==> config.mk <==
export PLATFORM = sky130hd
export DESIGN_NAME = uart_rx_ovs
export DESIGN_NICKNAME = d
export VERILOG_FILES = /design/src/rtl/uart_pkg.sv /design/src/rtl/uart_rx_sampler.sv /design/src/rtl/uart_rx_ovs.sv
export SDC_FILE = /design/constraint.sdc
export NUM_CORES = 1
export LEC_CHECK = 0
export ABC_AREA = 1
export BUFFER_PORTS_ARGS = -buffer_cell sky130_fd_sc_hd__buf_2
export CELL_PAD_IN_SITES_DETAIL_PLACEMENT = 0
export CELL_PAD_IN_SITES_GLOBAL_PLACEMENT = 1
export CORE_AREA = 10 10 88 90
export CTS_CLUSTER_SIZE = 8
export DETAILED_ROUTE_END_ITERATION = 8
export DIE_AREA = 0 0 98 100
export MAX_ROUTING_LAYER = met4
export PLACE_DENSITY_LB_ADDON = 0.1
export SLEW_MARGIN = 10
export SYNTH_ARGS = -nofsm -noshare
export SYNTH_HDL_FRONTEND = slang
export SYNTH_SLANG_ARGS = --single-unit
==> constraint.sdc <==
create_clock -name clk -period 3.3 [get_ports clk]
set_clock_uncertainty 0.1 [all_clocks]
set_input_delay 0.33 -clock clk [delete_from_list [all_inputs] [get_ports clk]]
set_output_delay 0.33 -clock clk [all_outputs]
set_load 0.02 [all_outputs]
==> src/rtl/uart_pkg.sv <==
// Shared types and helpers for the UART receive path.
//   lcr_t      : line-control snapshot {wls, stb, pen, eps, sticky_parity}
//   rx_state_e : receiver frame state
//   wls_bits   : data bits per frame for a word-length select code (5..8)
//   parity8    : XOR reduction of a data byte
package uart_pkg;

  typedef struct packed {
    logic [1:0] wls;
    logic       stb;
    logic       pen;
    logic       eps;
    logic       sticky_parity;
  } lcr_t;

  typedef enum logic [2:0] {
    IDLE     = 3'd0,
    START    = 3'd1,
    DATA     = 3'd2,
    PARITY   = 3'd3,
    STOP     = 3'd4,
    BRK_WAIT = 3'd5
  } rx_state_e;

  function automatic logic [3:0] wls_bits(input logic [1:0] wls);
    return 4'd5 + {2'b00, wls};
  endfunction

  function automatic logic parity8(input logic [7:0] d);
    return ^d;
  endfunction

endpackage

==> src/rtl/uart_rx_sampler.sv <==
// Input conditioning for the UART receiver.
// Synchronises the asynchronous rx pin and forms a 3-sample majority vote
// around the bit centre.
//   clk, rst    : clock, asynchronous active-high reset
//   baud_pulse  : oversample tick strobe
//   tick        : current oversample index within the bit
//   rx          : raw serial input (idle high)
//   rx_s        : synchronised rx
//   vote        : majority of rx_s at ticks MID-1, MID and the current (MID+1) sample
module uart_rx_sampler
  import uart_pkg::*;
#(
  parameter int OVERSAMPLE  = 16,
  parameter int SYNC_STAGES = 2,
  parameter int TW          = $clog2(OVERSAMPLE)
) (
  input  logic          clk,
  input  logic          rst,
  input  logic          baud_pulse,
  input  logic [TW-1:0] tick,
  input  logic          rx,
  output logic          rx_s,
  output logic          vote
);

  localparam logic [TW-1:0] T_MID_M1 = TW'(OVERSAMPLE / 2 - 1);
  localparam logic [TW-1:0] T_MID    = TW'(OVERSAMPLE / 2);

  logic [SYNC_STAGES-1:0] sync;
  logic [1:0]             samples;

  // Synchroniser chain; resets to the idle (high) line level.
  always_ff @(posedge clk or posedge rst) begin
    if (rst) begin
      sync <= {SYNC_STAGES{1'b1}};
    end else begin
      sync <= {sync[SYNC_STAGES-2:0], rx};
    end
  end

  assign rx_s = sync[SYNC_STAGES-1];

  // Capture the two early samples; the third is the live rx_s at MID+1.
  always_ff @(posedge clk or posedge rst) begin
    if (rst) begin
      samples <= 2'b11;
    end else if (baud_pulse && (tick == T_MID_M1)) begin
      samples[0] <= rx_s;
    end else if (baud_pulse && (tick == T_MID)) begin
      samples[1] <= rx_s;
    end else begin
      samples <= samples;
    end
  end

  assign vote = (samples[0] & samples[1]) | (samples[0] & rx_s) | (samples[1] & rx_s);

endmodule

==> src/rtl/uart_rx_ovs.sv <==
// Oversampling UART receiver: 5-8 data bits, optional odd/even/stick parity,
// 1 or 2 stop bits, parity/framing/break reporting, valid/ready output with
// overrun detection.
//   clk, rst        : clock, asynchronous active-high reset
//   baud_pulse      : oversample tick strobe (OVERSAMPLE per bit)
//   wls/stb/pen/eps/sticky_parity : line control, sampled at end of start bit
//   rx              : serial input, idle high
//   rx_data/rx_pe/rx_fe/rx_bi : frame payload, qualified by rx_valid
//   rx_valid/rx_ready : output handshake
//   overrun         : 1-cycle pulse when a completed frame is dropped
module uart_rx_ovs
  import uart_pkg::*;
#(
  parameter int OVERSAMPLE  = 16,
  parameter int SYNC_STAGES = 2
) (
  input  logic       clk,
  input  logic       rst,
  input  logic       baud_pulse,
  input  logic [1:0] wls,
  input  logic       stb,
  input  logic       pen,
  input  logic       eps,
  input  logic       sticky_parity,
  input  logic       rx,
  output logic [7:0] rx_data,
  output logic       rx_pe,
  output logic       rx_fe,
  output logic       rx_bi,
  output logic       rx_valid,
  input  logic       rx_ready,
  output logic       overrun
);

  localparam int            TW     = $clog2(OVERSAMPLE);
  localparam logic [TW-1:0] T_ZERO = TW'(0);
  localparam logic [TW-1:0] T_ONE  = TW'(1);
  localparam logic [TW-1:0] T_MID1 = TW'(OVERSAMPLE / 2 + 1);
  localparam logic [TW-1:0] T_LAST = TW'(OVERSAMPLE - 1);

  rx_state_e     state, state_n;
  logic [TW-1:0] tick, tick_n, tick_inc;
  logic [2:0]    bit_cnt, bit_n;
  logic [7:0]    data, data_n;
  lcr_t          lcr, lcr_n, lcr_in;
  logic          pe_r, pe_n, fe_r, fe_n, par_bit, par_n;
  logic          complete, fe_fin, bi_fin;
  logic          rx_s, vote;

  uart_rx_sampler #(
    .OVERSAMPLE (OVERSAMPLE),
    .SYNC_STAGES(SYNC_STAGES),
    .TW         (TW)
  ) u_sampler (
    .clk       (clk),
    .rst       (rst),
    .baud_pulse(baud_pulse),
    .tick      (tick),
    .rx        (rx),
    .rx_s      (rx_s),
    .vote      (vote)
  );

  assign lcr_in   = {wls, stb, pen, eps, sticky_parity};
  assign tick_inc = tick + T_ONE;

  // Frame state and datapath registers.
  always_ff @(posedge clk or posedge rst) begin
    if (rst) begin
      state   <= IDLE;
      tick    <= T_ZERO;
      bit_cnt <= 3'd0;
      data    <= 8'd0;
      lcr     <= '0;
      pe_r    <= 1'b0;
      fe_r    <= 1'b0;
      par_bit <= 1'b0;
    end else begin
      state   <= state_n;
      tick    <= tick_n;
      bit_cnt <= bit_n;
      data    <= data_n;
      lcr     <= lcr_n;
      pe_r    <= pe_n;
      fe_r    <= fe_n;
      par_bit <= par_n;
    end
  end

  // Next-state logic; everything advances only on baud_pulse.
  always_comb begin
    state_n  = state;
    tick_n   = tick;
    bit_n    = bit_cnt;
    data_n   = data;
    lcr_n    = lcr;
    pe_n     = pe_r;
    fe_n     = fe_r;
    par_n    = par_bit;
    complete = 1'b0;
    fe_fin   = fe_r;
    bi_fin   = 1'b0;
    if (baud_pulse) begin
      case (state)
        IDLE: begin
          tick_n = T_ZERO;
          if (!rx_s) state_n = START;
          else       state_n = IDLE;
        end
        START: begin
          if ((tick == T_MID1) && vote) begin
            // Line back high at mid start bit: glitch, not a frame.
            state_n = IDLE;
            tick_n  = T_ZERO;
          end else if (tick == T_LAST) begin
            state_n = DATA;
            tick_n  = T_ZERO;
            bit_n   = 3'd0;
            data_n  = 8'd0;
            lcr_n   = lcr_in;
            pe_n    = 1'b0;
            fe_n    = 1'b0;
            par_n   = 1'b0;
          end else begin
            tick_n = tick_inc;
          end
        end
        DATA: begin
          if (tick == T_MID1) data_n[bit_cnt] = vote;
          else                data_n = data;
          if (tick == T_LAST) begin
            tick_n = T_ZERO;
            if ({1'b0, bit_cnt} == (wls_bits(lcr.wls) - 4'd1)) begin
              bit_n   = 3'd0;
              state_n = lcr.pen ? PARITY : STOP;
            end else begin
              bit_n = bit_cnt + 3'd1;
            end
          end else begin
            tick_n = tick_inc;
          end
        end
        PARITY: begin
          if (tick == T_MID1) begin
            par_n = vote;
            if (lcr.sticky_parity) pe_n = (vote != ~lcr.eps);
            else                   pe_n = ((parity8(data) ^ vote) != ~lcr.eps);
          end else begin
            par_n = par_bit;
          end
          if (tick == T_LAST) begin
            state_n = STOP;
            tick_n  = T_ZERO;
            bit_n   = 3'd0;
          end else begin
            tick_n = tick_inc;
          end
        end
        STOP: begin
          if (tick == T_MID1) begin
            // Only the first stop bit is checked; a second one is just timed.
            if (bit_cnt == 3'd0) fe_fin = ~vote;
            else                 fe_fin = fe_r;
            fe_n = fe_fin;
            if (bit_cnt == {2'b00, lcr.stb}) begin
              // Complete half a bit early so the next start edge is not missed.
              complete = 1'b1;
              bi_fin   = (data == 8'd0) && (!lcr.pen || !par_bit) && fe_fin;
              state_n  = bi_fin ? BRK_WAIT : IDLE;
              tick_n   = T_ZERO;
            end else begin
              tick_n = tick_inc;
            end
          end else if (tick == T_LAST) begin
            bit_n  = 3'd1;
            tick_n = T_ZERO;
          end else begin
            tick_n = tick_inc;
          end
        end
        BRK_WAIT: begin
          tick_n = T_ZERO;
          if (rx_s) state_n = IDLE;
          else      state_n = BRK_WAIT;
        end
        default: begin
          state_n = IDLE;
          tick_n  = T_ZERO;
        end
      endcase
    end else begin
      state_n = state;
    end
  end

  // Output payload register with valid/ready handshake and overrun pulse.
  always_ff @(posedge clk or posedge rst) begin
    if (rst) begin
      rx_data  <= 8'd0;
      rx_pe    <= 1'b0;
      rx_fe    <= 1'b0;
      rx_bi    <= 1'b0;
      rx_valid <= 1'b0;
      overrun  <= 1'b0;
    end else begin
      overrun <= 1'b0;
      if (complete) begin
        if (!rx_valid || rx_ready) begin
          rx_data  <= data;
          rx_pe    <= pe_r;
          rx_fe    <= fe_fin;
          rx_bi    <= bi_fin;
          rx_valid <= 1'b1;
        end else begin
          overrun <= 1'b1;
        end
      end else if (rx_valid && rx_ready) begin
        rx_valid <= 1'b0;
      end else begin
        rx_valid <= rx_valid;
      end
    end
  end

endmodule

==> results by group <==
Worst setup path
  • Slowest cell on crit path: nand3_2
  • FF-to-FF End: rx_pe
  • Largest stage delay, worst path: 0.41 ns
  • Critical Path Fanout Max: 23
  • Crit path DAT: 2.12 ns
  • FF-to-FF setup slack: 1.25 ns
  • CP Class: reg -> reg
  • CP Cell Sequence: inv_1 -> ha_1 -> nand3_4 -> inv_2 -> nand3_2 -> nor2_2 -> nand3_2 -> nand2_1 -> o21ai_2
  • CP Capture Point: rx_pe
  • Reg2reg start: tick[1]
  • Setup crit start: tick[1]
  • Crit path capture type: register
  • Crit path launch type: register
  • Worst r2r path cells: 9
  • Worst EP required: 3.37 ns
  • Cell mode on critical path: nand3_2

STA
  • Final min period: 2.05 ns
  • Setup Viol. Count Final: 0
  • Fmax: 488 MHz
  • Final hold vios: 0
  • Rel. slew slack: 37.3%
  • Tcrit/Tclk final: 62.1%
  • Slew @ Worst Pin: 0.941 ns
  • Setup tns final: 0 ns
  • Max-slew violations: 0
  • RSZ-0062 raised after global routing: false

Route
  • Final WL: 5.40 mm
  • ANT nets after route: 0
  • Via count: 1946
  • DR pass1 iterations: 5
  • DR vias/cell: 4.84
  • Initial DRC Count: 63
  • Number of remaining DRC errors: 0
  • WL/cell: 13.4 µm

Floorplanning
  • # IOs: 24
  • DIE WIDTH: 98 µm
  • Initial Util: 41.3%
  • Die Area: 9800 µm²
  • Chip height: 100 µm
  • Row cnt: 29
  • Core Region: 6130 µm²

Flow run
  • Max-Cap Viols: 0

Power and ir drop
  • Pwr Total: 1.93 mW
  • Cell leakage power: 1.38 nW
  • PD cells: 691 nW/µm²
  • VDD IR max: 0.275 mV

Yosys
  • Mapped Avg Cell Area: 8.45 µm²
  • Syn Std Cell Area: 2530 µm²
  • Synth warnings: 0
  • Area contributors post-synth: dfrtp_1 39%, nand2_1 11%, o21ai_2 6.2%, inv_1 5.8%, ha_1 4.4%
  • Sequential share of the synthesized area: 43.6%
  • Synth cell count leaders: 74 x nand2_1, 40 x dfrtp_1, 39 x inv_1
  • Post-Syn Nets: 320
  • Asr flop ratio synth: 100%
  • Mapped Cells: 300
  • Post-synth top area share: 39.5%
  • Netlist cell types: 36
  • Post-synth EDFFs: 0
  • Most used DFF post-synth: dfrtp_1
  • Yosys reg bits: 44
  • Synth area leader: dfrtp_1
  • Top-count cell post-synth: nand2_1

Clock network
  • CTS tree: built
  • Clock transition at path regs: 0.08 ns
  • # H-tree levels: 2
  • Worst skew pair latency: 0.30 ns
  • Post-CTS Setup Bufs: 0
  • Clk root buf: clkbuf_8
  • CTS resizes: 0
  • Clock sinks: 44
  • Inserted Clock Buffers: 5
  • Cts hold-fix bufs: 0
  • CTS max path bufs: 2

Global route
  • Total grt overflow: 0
  • Antenna violations before repair: 0
  • Total track usage: 12.0%
  • Largest net degree at the start of global routing: 45
  • Vias in the first global route: 1871
  • First-pass GRT wire length: 9.38 mm

Final layout
  • Layout cells sized above 1: 26.5%
  • NumNets Final: 344
  • Synth-to-layout area growth: 10.3%
  • Ant diodes: 0

Place
  • Post-DP HPWL: 4.13 mm
  • # port buffers: 23
  • RePlAce Congestion: 0.771

Outcome
  • Status: finished, final reports clean

Worst hold path
  • Hold crit path type: in -> reg
where the power goes:
group	internal [mW]	switching, mW	total [mW]
sequential	0.641	0.106	0.748
clock	0.167	0.184	0.352
combinational	0.281	0.552	0.833
total	1.09	0.843	1.93
cell type report:
class,count,area (µm²)
sequential,44,1110
timing repair buffer,23,115
tap,77,96.3
fill,634,3340
clock buffer,6,82.6
inverter,48,183
clock inverter,2,10.0
multi-input combinational,202,1200
cells in the final DEF (no fill, tap or decap), drive strengths merged, types with 2 or more instances in the layout:
master and n:
nand2 80, inv 48, dfrtp 40, o21ai 39, buf 23, nand3 21, nor2 20, a21oi 11
ha 9, nand4 6, clkbuf 6, dfstp 4, xor2 3, xnor2 3, nand3b 2, nor3 2
clkinv 2, mux2 2
per-stage QoR:
stage	cells	setup slack [ns]	hold slack (ns)	cell area, µm²	util [%]
3_5_place_dp	394	1.22	0.252	2700	44.1
3_3_place_gp	394	1.23	0.248	2700	44.1
2_1_floorplan	300	1.71	0.234	2530	-
5_1_grt	402	1.00	0.00835	2800	45.6
6_report	402	1.25	0.0288	2800	45.6
4_1_cts	402	1.20	0.0159	2800	45.6
registers in the layout, summed over array words and instances (netlist names), 2 cells and up:
register,cells
u_sampler.samples,2
data,8
lcr,6
state,3
rx_data,8
bit_cnt,3
tick,4
u_sampler.sync,2
cell families (layout without fill, tap and decap cells):
family | count (synthesis) | after routing | synth area share [%]
AND/OR/NAND/NOR | 133 | 133 | 26.7
flip-flops | 44 | 44 | 43.6
buffers and inverters | 54 | 79 | 8.93
multiplexers | 2 | 2 | 1.04
adder cells (fa/ha/maj) | 9 | 9 | 4.44
XOR/XNOR | 6 | 6 | 2.07
AO/OA/AOI/OAI | 52 | 52 | 13.2
layer usage:
layer | global-route usage [%] | up-vias | wire (µm)
met1 | 15.8 | 906 | 2740
li1 | - | 1008 | -
met4 | 3.69 | 0 | 57
met2 | 17.6 | 27 | 2400
met5 | - | - | 0
met3 | 3.02 | 5 | 195
how the worst min path moves through the flow:
stage	from	endpoint	slack (ns)	cells past startpoint
floorplan	rx	u_sampler.sync[0]	0.23	0
global placement	u_sampler.sync[0]	u_sampler.sync[1]	0.25	0
detailed placement	u_sampler.sync[0]	u_sampler.sync[1]	0.25	0
CTS	rx	u_sampler.sync[0]	0.02	1
global route	rx	u_sampler.sync[0]	0.008	1
finish	rx	u_sampler.sync[0]	0.03	1
worst max-delay path: cells and delay by family (launching register included):
family	cells	cell delay (ns)
and+or+nand+nor	5	0.96
DFF	1	0.40
adders and majority gates	1	0.20
buffers and inverters	2	0.19
AOI/OAI and AO/OA	1	0.07
(Power assumes the default switching activity.)
